`config.mk`:
```
export PLATFORM = sky130hd
export DESIGN_NAME = mux_sel_scanner
export DESIGN_NICKNAME = d
export VERILOG_FILES = /design/src/rtl/mux_sel_scanner.sv
export SDC_FILE = /design/constraint.sdc
export NUM_CORES = 1
export LEC_CHECK = 0
export BUFFER_PORTS_ARGS = -buffer_cell sky130_fd_sc_hd__buf_2
export CAP_MARGIN = 20
export CELL_PAD_IN_SITES_DETAIL_PLACEMENT = 1
export CELL_PAD_IN_SITES_GLOBAL_PLACEMENT = 1
export CORE_ASPECT_RATIO = 1.25
export CORE_MARGIN = 2
export CORE_UTILIZATION = 45
export CTS_BUF_LIST = sky130_fd_sc_hd__clkbuf_8
export DETAILED_ROUTE_END_ITERATION = 10
export HOLD_SLACK_MARGIN = 0.02
export PLACE_DENSITY_LB_ADDON = 0.1
export SLEW_MARGIN = 20
export SYNTH_ARGS = -nofsm -noshare
export SYNTH_HDL_FRONTEND = slang
export SYNTH_SLANG_ARGS = --single-unit
```
`constraint.sdc`:
```
create_clock -name clk -period 2.3 [get_ports clk]
set_clock_uncertainty 0.05 [all_clocks]
set_input_delay 0 -clock clk [delete_from_list [all_inputs] [get_ports clk]]
set_output_delay 0 -clock clk [all_outputs]
set_load 0.02 [all_outputs]
```
`src/rtl/mux_sel_scanner.sv`:
```
// mux_sel_scanner: sequencer for a 4:1 bit mux stage.
// Walks the select lines through the enabled channels in ascending order. On
// each channel it holds the select for a programmable settle time, then
// samples the returned bit into a per-channel snapshot. Every sample and every
// completed sweep is reported with a one-cycle pulse. Sweeps can be one-shot
// or continuous.
// Optional feature macro: SCAN_CHANGE_DETECT_EN. When defined, each sweep_done
// is accompanied by a 'changed' flag that compares the new snapshot with the
// snapshot of the previous completed sweep.
module mux_sel_scanner #(
  parameter int NCH     = 4,
  parameter int DWELL_W = 4,
  localparam int SEL_W  = (NCH > 1) ? $clog2(NCH) : 1
) (
  input  logic               clk,
  input  logic               rst_n,
  input  logic               ena,
  input  logic               start,
  input  logic               continuous,
  input  logic [NCH-1:0]     chan_mask,
  input  logic [DWELL_W-1:0] dwell,
  input  logic               mux_out,
  output logic [SEL_W-1:0]   sel,
  output logic               busy,
  output logic               sample_valid,
  output logic [SEL_W-1:0]   sample_chan,
  output logic               sample_bit,
  output logic [NCH-1:0]     snapshot,
  output logic               sweep_done,
  output logic               changed
);

  typedef enum logic [1:0] {
    IDLE   = 2'd0,
    SETTLE = 2'd1,
    SAMPLE = 2'd2
  } state_t;

  state_t             state_q, state_d;
  logic [SEL_W-1:0]   sel_q, sel_d;
  logic [DWELL_W-1:0] cnt_q, cnt_d;
  logic [NCH-1:0]     mask_q, mask_d;
  logic [DWELL_W-1:0] dwell_q, dwell_d;
  logic               busy_q, busy_d;
  logic               sample_valid_q, sample_valid_d;
  logic [SEL_W-1:0]   sample_chan_q, sample_chan_d;
  logic               sample_bit_q, sample_bit_d;
  logic [NCH-1:0]     snapshot_q, snapshot_d;
  logic               sweep_done_q, sweep_done_d;
`ifdef SCAN_CHANGE_DETECT_EN
  logic               changed_q, changed_d;
  logic [NCH-1:0]     prev_snap_q, prev_snap_d;
`endif

  // Channels of the latched mask that lie strictly above the current select.
  logic [NCH-1:0] above_mask;

  // Index of the lowest set bit; callers only use it on non-zero masks.
  function automatic logic [SEL_W-1:0] lowest_bit(input logic [NCH-1:0] m);
    lowest_bit = '0;
    for (int i = NCH - 1; i >= 0; i--) begin
      if (m[i]) lowest_bit = SEL_W'(i);
    end
  endfunction

  // Build the "higher enabled channel" mask used to pick the next select.
  genvar gi;
  generate
    for (gi = 0; gi < NCH; gi++) begin : g_above
      assign above_mask[gi] = mask_q[gi] & (sel_q < SEL_W'(gi));
    end
  endgenerate

  // Next-state and next-output logic for the sweep sequencer.
  always_comb begin
    state_d        = state_q;
    sel_d          = sel_q;
    cnt_d          = cnt_q;
    mask_d         = mask_q;
    dwell_d        = dwell_q;
    busy_d         = busy_q;
    sample_valid_d = 1'b0;
    sample_chan_d  = sample_chan_q;
    sample_bit_d   = sample_bit_q;
    snapshot_d     = snapshot_q;
    sweep_done_d   = 1'b0;
`ifdef SCAN_CHANGE_DETECT_EN
    changed_d      = 1'b0;
    prev_snap_d    = prev_snap_q;
`endif

    case (state_q)
      IDLE: begin
        // A request with an empty mask has nothing to visit and is dropped.
        if (start && ena && (chan_mask != '0)) begin
          mask_d  = chan_mask;
          dwell_d = dwell;
          sel_d   = lowest_bit(chan_mask);
          cnt_d   = dwell;
          busy_d  = 1'b1;
          state_d = SETTLE;
        end
      end

      SETTLE: begin
        if (!ena) begin
          state_d = IDLE;
          busy_d  = 1'b0;
        end else if (cnt_q == '0) begin
          state_d = SAMPLE;
        end else begin
          cnt_d = cnt_q - DWELL_W'(1);
        end
      end

      SAMPLE: begin
        if (!ena) begin
          // Abort without reporting the sample being taken.
          state_d = IDLE;
          busy_d  = 1'b0;
        end else begin
          snapshot_d[sel_q] = mux_out;
          sample_bit_d      = mux_out;
          sample_chan_d     = sel_q;
          sample_valid_d    = 1'b1;
          if (above_mask != '0) begin
            sel_d   = lowest_bit(above_mask);
            cnt_d   = dwell_q;
            state_d = SETTLE;
          end else begin
            sweep_done_d = 1'b1;
`ifdef SCAN_CHANGE_DETECT_EN
            changed_d    = (snapshot_d != prev_snap_q);
            prev_snap_d  = snapshot_d;
`endif
            // Wrap picks up the live mask and dwell, so reprogramming lands here.
            if (continuous && (chan_mask != '0)) begin
              mask_d  = chan_mask;
              dwell_d = dwell;
              sel_d   = lowest_bit(chan_mask);
              cnt_d   = dwell;
              state_d = SETTLE;
            end else begin
              state_d = IDLE;
              busy_d  = 1'b0;
            end
          end
        end
      end

      default: begin
        state_d = IDLE;
        busy_d  = 1'b0;
      end
    endcase
  end

  // State and registered outputs; reset takes effect without a clock.
  always_ff @(posedge clk or negedge rst_n) begin
    if (!rst_n) begin
      state_q        <= IDLE;
      sel_q          <= '0;
      cnt_q          <= '0;
      mask_q         <= '0;
      dwell_q        <= '0;
      busy_q         <= 1'b0;
      sample_valid_q <= 1'b0;
      sample_chan_q  <= '0;
      sample_bit_q   <= 1'b0;
      snapshot_q     <= '0;
      sweep_done_q   <= 1'b0;
`ifdef SCAN_CHANGE_DETECT_EN
      changed_q      <= 1'b0;
      prev_snap_q    <= '0;
`endif
    end else begin
      state_q        <= state_d;
      sel_q          <= sel_d;
      cnt_q          <= cnt_d;
      mask_q         <= mask_d;
      dwell_q        <= dwell_d;
      busy_q         <= busy_d;
      sample_valid_q <= sample_valid_d;
      sample_chan_q  <= sample_chan_d;
      sample_bit_q   <= sample_bit_d;
      snapshot_q     <= snapshot_d;
      sweep_done_q   <= sweep_done_d;
`ifdef SCAN_CHANGE_DETECT_EN
      changed_q      <= changed_d;
      prev_snap_q    <= prev_snap_d;
`endif
    end
  end

  assign sel          = sel_q;
  assign busy         = busy_q;
  assign sample_valid = sample_valid_q;
  assign sample_chan  = sample_chan_q;
  assign sample_bit   = sample_bit_q;
  assign snapshot     = snapshot_q;
  assign sweep_done   = sweep_done_q;
`ifdef SCAN_CHANGE_DETECT_EN
  assign changed      = changed_q;
`else
  assign changed      = 1'b0;
`endif

endmodule

```
==> results.json, run 1 <==
{
  "place_hpwl_mm": 2.64,
  "ys_types": 45,
  "fin_crit_sh_pct": 93.1,
  "routed_via_density": 5.61,
  "worstPathArrival_ns": 2.25,
  "period_minus_slack_ns": 2.14,
  "leakagePower_nw": 0.881,
  "first_pass_iters": 3,
  "clkTransAtPathRegs_ns": 0.09,
  "antenna_cells": 0,
  "port_buffers": 25,
  "critical_path.max_fanout": 11,
  "htreeDepth": 1,
  "hold_class": "input port to register",
  "dp_cells": 199,
  "cts_tree": "done",
  "synth_top_family_by_area": "multiplexers",
  "finalWeightedCongestion": 0.840,
  "cts_resized": 0,
  "cts_buffer_depth": 2,
  "r2r-end": "cnt_q[3]",
  "whs_path_depth": 3,
  "chipHeight_microns": 68.8,
  "r2r_slack_ns": 0.16,
  "crit_path_end_kind": "register",
  "core_area_sq_mm": 0.00322,
  "final_cell_mix": "dfrtp_1, buf_2, mux2_2",
  "rsz0062_at_grt": "no",
  "reg2reg_depth": 6,
  "power_density_mw_per_mm2": 1470,
  "antenna_found_initial": 0,
  "synth_compound_area_share_pct": 16.1,
  "hold_violations": 0,
  "synth-adder-area-share_pct": 4.96,
  "grt_pass1_wl_mm": 6.31,
  "wirelength_mm": 3.66,
  "drive_above_1_share_pct": 33.5,
  "drc_errors": 0,
  "grt_pass1_vias": 1252,
  "maxSlewViolCount": 0,
  "crit_required_ns": 2.41,
  "fin_worst_hold_slack_ns": 0.0366,
  "ys_warn_count": 0,
  "synth_xor_area_share_pct": 1.16,
  "io_pins": 27,
  "clockRootBuffer": "clkbuf_8",
  "wl_per_cell_microns": 17.2,
  "crit_type": "register to register",
  "nFillCells": 366,
  "ys_ff_latch": 25,
  "muxShareOfSynthArea_pct": 17.2,
  "start_util_pct": 46.9,
  "syn_area_sq_mm": 0.00151,
  "yosysTopAreaCell": "dfrtp_1",
  "grtUsageTotal_pct": 21.8,
  "async_reset_ff_share_pct": 100,
  "finalSetupViolCount": 0,
  "cp-endpoint": "cnt_q[3]",
  "ant_nets": 0,
  "layoutNonFillerInstCount": 213,
  "finalSetupTns_ns": 0,
  "design.die.area_sq_mm": 0.00384,
  "cap_viol_max_count": 0,
  "die_w_microns": 55.9,
  "ys.flop_type": "dfrtp_1",
  "r2r_start": "state_q[0]",
  "yosys.area_share.simple_pct": 12.7,
  "syn_avg_cell_area_sq_um": 10.8,
  "synth.top_cell.area_share_pct": 41.4,
  "start_kind": "register",
  "overflow": 0,
  "first_iter_violations": 35,
  "fmax_mhz": 467,
  "tightestPinTransition_ns": 0.681,
  "ir_worst_vdd_mv": 0.926,
  "slew_headroom_pct": 54.5,
  "outcome": "completed",
  "finalNetCount": 197,
  "synth_edf_count": 0,
  "fp-row-count": 23,
  "synth_area_leaders": "dfrtp_1, mux2_2, mux2_4",
  "synth.net_count": 160,
  "clock_sinks": 25,
  "synth_seq_area_share_pct": 41.4,
  "cts_buffers": 3,
  "area_growth_pct": 19.3,
  "utilization_pct": 56.0,
  "worstSkewPairLatency_ns": 0.27,
  "vias": 1194,
  "grt_max_degree": 26,
  "syn_inst": 140,
  "critPathLaunch": "state_q[0]"
}
## worst max-delay path, cell delays in order, from the launching register on
cell and delay (ns):
dfrtp_1 0.40, inv_1 0.08, ha_1 0.34, nor2b_1 0.21
a41o_1 0.27, a221oi_4 0.30, mux2_2 0.38
## cell usage after synthesis (2+ instances only)
master / n
mux2_4: 7
mux2i_1: 2
o21ai_0: 5
nor2_1: 4
inv_1: 10
nor2b_1: 4
ha_1: 6
clkbuf_1: 2
dfrtp_1: 25
buf_6: 2
nor3b_1: 2
nand2_1: 8
nand3_1: 9
mux2_2: 12
nand3b_1: 2
o22ai_1: 2
o211ai_1: 2
a21oi_1: 8
nor3_1: 2
## report_power, final
part	internal [mW]	switching [mW]	total, mW
Combinational	0.759	0.823	1.58
Sequential	0.645	0.162	0.807
Clock	0.121	0.146	0.268
Total	1.53	1.13	2.66
## flip-flops by register name (all words and copies together), names as in the netlist
register / count
sample_valid: 1
sweep_done: 1
cnt_q: 4
state_q: 2
sel: 2
sample_bit: 1
mask_q: 3
sample_chan: 2
dwell_q: 4
snapshot: 4
busy: 1
## logic make-up after synthesis
family          Yosys count
compound gates           32
flops                    25
simple gates             36
other cells               1
buf+inv                  17
mux                      21
fa+ha+maj                 6
xor+xnor                  2
## metrics by stage
step	power, mW	setup slack, ns	cell area [sq um]
2_1_floorplan	1.99	0.314	1510
3_3_place_gp	2.32	0.309	1660
3_5_place_dp	2.37	0.204	1660
4_1_cts	2.68	0.154	1800
5_1_grt	2.87	0.0384	1800
6_report	2.66	0.160	1800
## worst min path at each step
stage            startpoint    endpoint  slack [ns]
3_3_place_gp          rst_n  dwell_q[3]       -0.03
6_report       chan_mask[0]      sel[1]        0.04
3_5_place_dp          rst_n  dwell_q[3]       -0.02
4_1_cts        chan_mask[0]      sel[1]        0.03
2_1_floorplan         rst_n        busy       -0.35
5_1_grt        chan_mask[0]      sel[1]        0.03
## per-layer routing
layer | share of wire [%] | track usage, % | wire, microns | up-vias
li1 | - | - | - | 574
met1 | 44 | 26.2 | 1600 | 599
met2 | 52 | 39.6 | 1910 | 15
met3 | 1.7 | 2.24 | 64 | 6
met4 | 2.2 | 10.7 | 80 | 0
met5 | 0 | 0 | 0 | -
## cell type report
class | instances | area [sq um] | area share (%)
tap | 37 | 46.3 | 2.57
sequential | 25 | 626 | 34.7
clock inverter | 1 | 5.00 | 0.277
inverter | 10 | 37.5 | 2.08
timing repair buffer | 39 | 255 | 14.1
clock buffer | 3 | 41.3 | 2.29
multi-input combinational | 98 | 793 | 44.0
## repair_timing
item	in CTS	in global routing
hold buffers	10	0
endpoints found under the setup margin	0	0
setup buffers	0	0
hold endpoints to repair	38	0
Note: power is estimated with default switching activity, not from simulation.
==> run 2, diff against run 1 <==
--- a/config.mk
+++ b/config.mk
@@ -11,11 +11,12 @@
 export CELL_PAD_IN_SITES_GLOBAL_PLACEMENT = 1
 export CORE_ASPECT_RATIO = 1.25
 export CORE_MARGIN = 2
-export CORE_UTILIZATION = 45
+export CORE_UTILIZATION = 48
 export CTS_BUF_LIST = sky130_fd_sc_hd__clkbuf_8
 export DETAILED_ROUTE_END_ITERATION = 10
 export HOLD_SLACK_MARGIN = 0.02
 export PLACE_DENSITY_LB_ADDON = 0.1
+export SKIP_CTS_REPAIR_TIMING = 1
 export SLEW_MARGIN = 20
 export SYNTH_ARGS = -nofsm -noshare
 export SYNTH_HDL_FRONTEND = slang
==> constraint.sdc (replaced) <==
create_clock -name clk -period 2.5 [get_ports clk]
set_clock_uncertainty 0.05 [all_clocks]
set_input_delay 0 -clock clk [delete_from_list [all_inputs] [get_ports clk]]
set_output_delay 0 -clock clk [all_outputs]
set_load 0.02 [all_outputs]
==> run 2 against run 1 <==
  * Combinational power down 9%
  * Sequential power shrank 7.6%
  * Critical path depth up 1
  * Critical endpoint is now dwell_q[1]
  * Sequential cell count unchanged
  * Register-to-register slack gained 0.20 ns
  * Largest cell class unchanged
  * Global-route usage rose by 0.38 points
  * Clock power is 7% lower
==> results.json, run 2 (synthesized netlist as in run 1, its figures left out) <==
{
  "outcome": "completed",
  "crit_path_top_delay_cell": "dlygate4sd3_1",
  "fp-row-count": 22,
  "layoutNonFillerInstCount": 209,
  "post_dp_cell_area_sq_mm": 0.00164,
  "hold_end": "sel[1]",
  "p_comb_share_pct": 58.9,
  "io_pins": 27,
  "worstHoldStart": "chan_mask[0]",
  "overflow": 0,
  "finalNetCount": 194,
  "crit_type": "input port to register",
  "first_iter_violations": 20,
  "grt_max_degree": 26,
  "first_pass_iters": 4,
  "dpl_worst_slack_ns": 0.383,
  "area_growth_pct": 17.7,
  "power_frac_seq_pct": 30.8,
  "grtUsageTotal_pct": 22.2,
  "clock_sinks": 25,
  "clockRootBuffer": "clkbuf_8",
  "maxSlewViolCount": 0,
  "fmax_mhz": 457,
  "period_minus_slack_ns": 2.19,
  "slew_headroom_pct": 55.4,
  "cts_buffer_depth": 2,
  "hold_class": "input port to register",
  "postLayoutCellArea_sq_mm": 0.00178,
  "chipHeight_microns": 66.8,
  "antenna_found_initial": 0,
  "crit_chain": "dlygate4sd3_1, buf_2, or4_4, a31o_1, o21ai_2, a21o_1, mux2_4",
  "cts_tree": "done",
  "whs_path_depth": 3,
  "worstSkewPairLatency_ns": 0.27,
  "htreeDepth": 1,
  "wl_per_cell_microns": 18.3,
  "core_area_sq_mm": 0.00297,
  "ant_nets": 0,
  "power_density_mw_per_mm2": 1360,
  "ir_worst_vdd_mv": 0.897,
  "fin_crit_sh_pct": 87.5,
  "antenna_cells": 0,
  "die_w_microns": 54.2,
  "cts_buffers": 3,
  "start_kind": "input port",
  "final.setup.worst_slack_ns": 0.312,
  "critical_path.max_fanout": 7,
  "wirelength_mm": 3.83,
  "worstPathArrival_ns": 2.30,
  "place_hpwl_mm": 2.74,
  "finalSetupViolCount": 0,
  "start_util_pct": 50.9,
  "hold_violations": 0,
  "drive_above_1_share_pct": 32.9,
  "r2r_start": "state_q[0]",
  "final_cell_mix": "dfrtp_1, buf_2, mux2_2",
  "finalWeightedCongestion": 0.762,
  "cap_viol_max_count": 0,
  "swShare_pct": 43.5,
  "pwr-share-clk_pct": 10.3,
  "drc_errors": 0,
  "grt_pass1_vias": 1247,
  "leakagePower_nw": 0.864,
  "r2r-end": "cnt_q[1]",
  "grt_pass1_wl_mm": 5.89,
  "utilization_pct": 59.9,
  "finalSetupTns_ns": 0,
  "r2r_slack_ns": 0.36,
  "rsz0062_at_grt": "no",
  "design.die.area_sq_mm": 0.00362,
  "routed_via_density": 5.66,
  "reg2reg_depth": 6,
  "max_stage_delay_ns": 0.55,
  "vias": 1183,
  "tightestPinTransition_ns": 0.668,
  "crit_required_ns": 2.61,
  "port_buffers": 25,
  "internal_power_mw": 1.37,
  "power_mw": 2.42,
  "nFillCells": 356,
  "dp_cells": 196,
  "clkTransAtPathRegs_ns": 0.10,
  "crit_path_end_kind": "register",
  "fin_worst_hold_slack_ns": 0.0268,
  "switchingPower_mw": 1.05
}
==> run 2: changes by cell type in the layout (fill, tap and decap cells not counted) <==
cell / before / now
clkinvlp_4: 0 / 1
buf_4: 4 / 2
clkinv_2: 1 / 0
dlygate4sd3_1: 10 / 9
==> run 2: per-layer routing <==
| metal | vias to the layer above | GRT usage (%) | share of wire, % |
|---|---|---|---|
| met5 | - | 0 | 0 |
| met4 | 0 | 5.63 | 1.5 |
| met3 | 7 | 3.59 | 2.5 |
| met2 | 23 | 40.2 | 55 |
| met1 | 588 | 26.2 | 41 |
| li1 | 565 | - | - |
==> run 2: final cells by class <==
class / count / area, sq um / area share (%)
clock buffers: 3 / 41.3 / 2.32
clock inverters: 1 / 7.51 / 0.422
inverters: 10 / 37.5 / 2.11
multi-input cells: 98 / 793 / 44.6
flip-flops and latches: 25 / 626 / 35.1
well taps: 36 / 45.0 / 2.53
repair buffers: 36 / 230 / 12.9
==> run 2: worst max path at each step <==
stage / to / depth (start not counted) / from
2_1_floorplan: cnt_q[1] / 5 / sel[1]
5_1_grt: dwell_q[2] / 7 / chan_mask[2]
4_1_cts: cnt_q[1] / 6 / state_q[0]
6_report: dwell_q[1] / 7 / chan_mask[2]
3_5_place_dp: cnt_q[1] / 6 / state_q[0]
3_3_place_gp: cnt_q[1] / 6 / state_q[0]
==> run 2: critical path: cells and delay by family <==
family / cells / cell delay, ns
AOI/OAI and AO/OA: 3 / 0.71
buffers and inverters: 2 / 0.70
muxes: 1 / 0.34
and+or+nand+nor: 1 / 0.55
==> run 2: power groups by stage <==
stage	sequential, mW	clock (mW)	combinational (mW)
2_1_floorplan	0.799	0	1.03
3_3_place_gp	0.733	0	1.34
3_5_place_dp	0.749	0	1.41
4_1_cts	0.746	0.253	1.42
5_1_grt	0.773	0.270	1.56
6_report	0.746	0.250	1.43
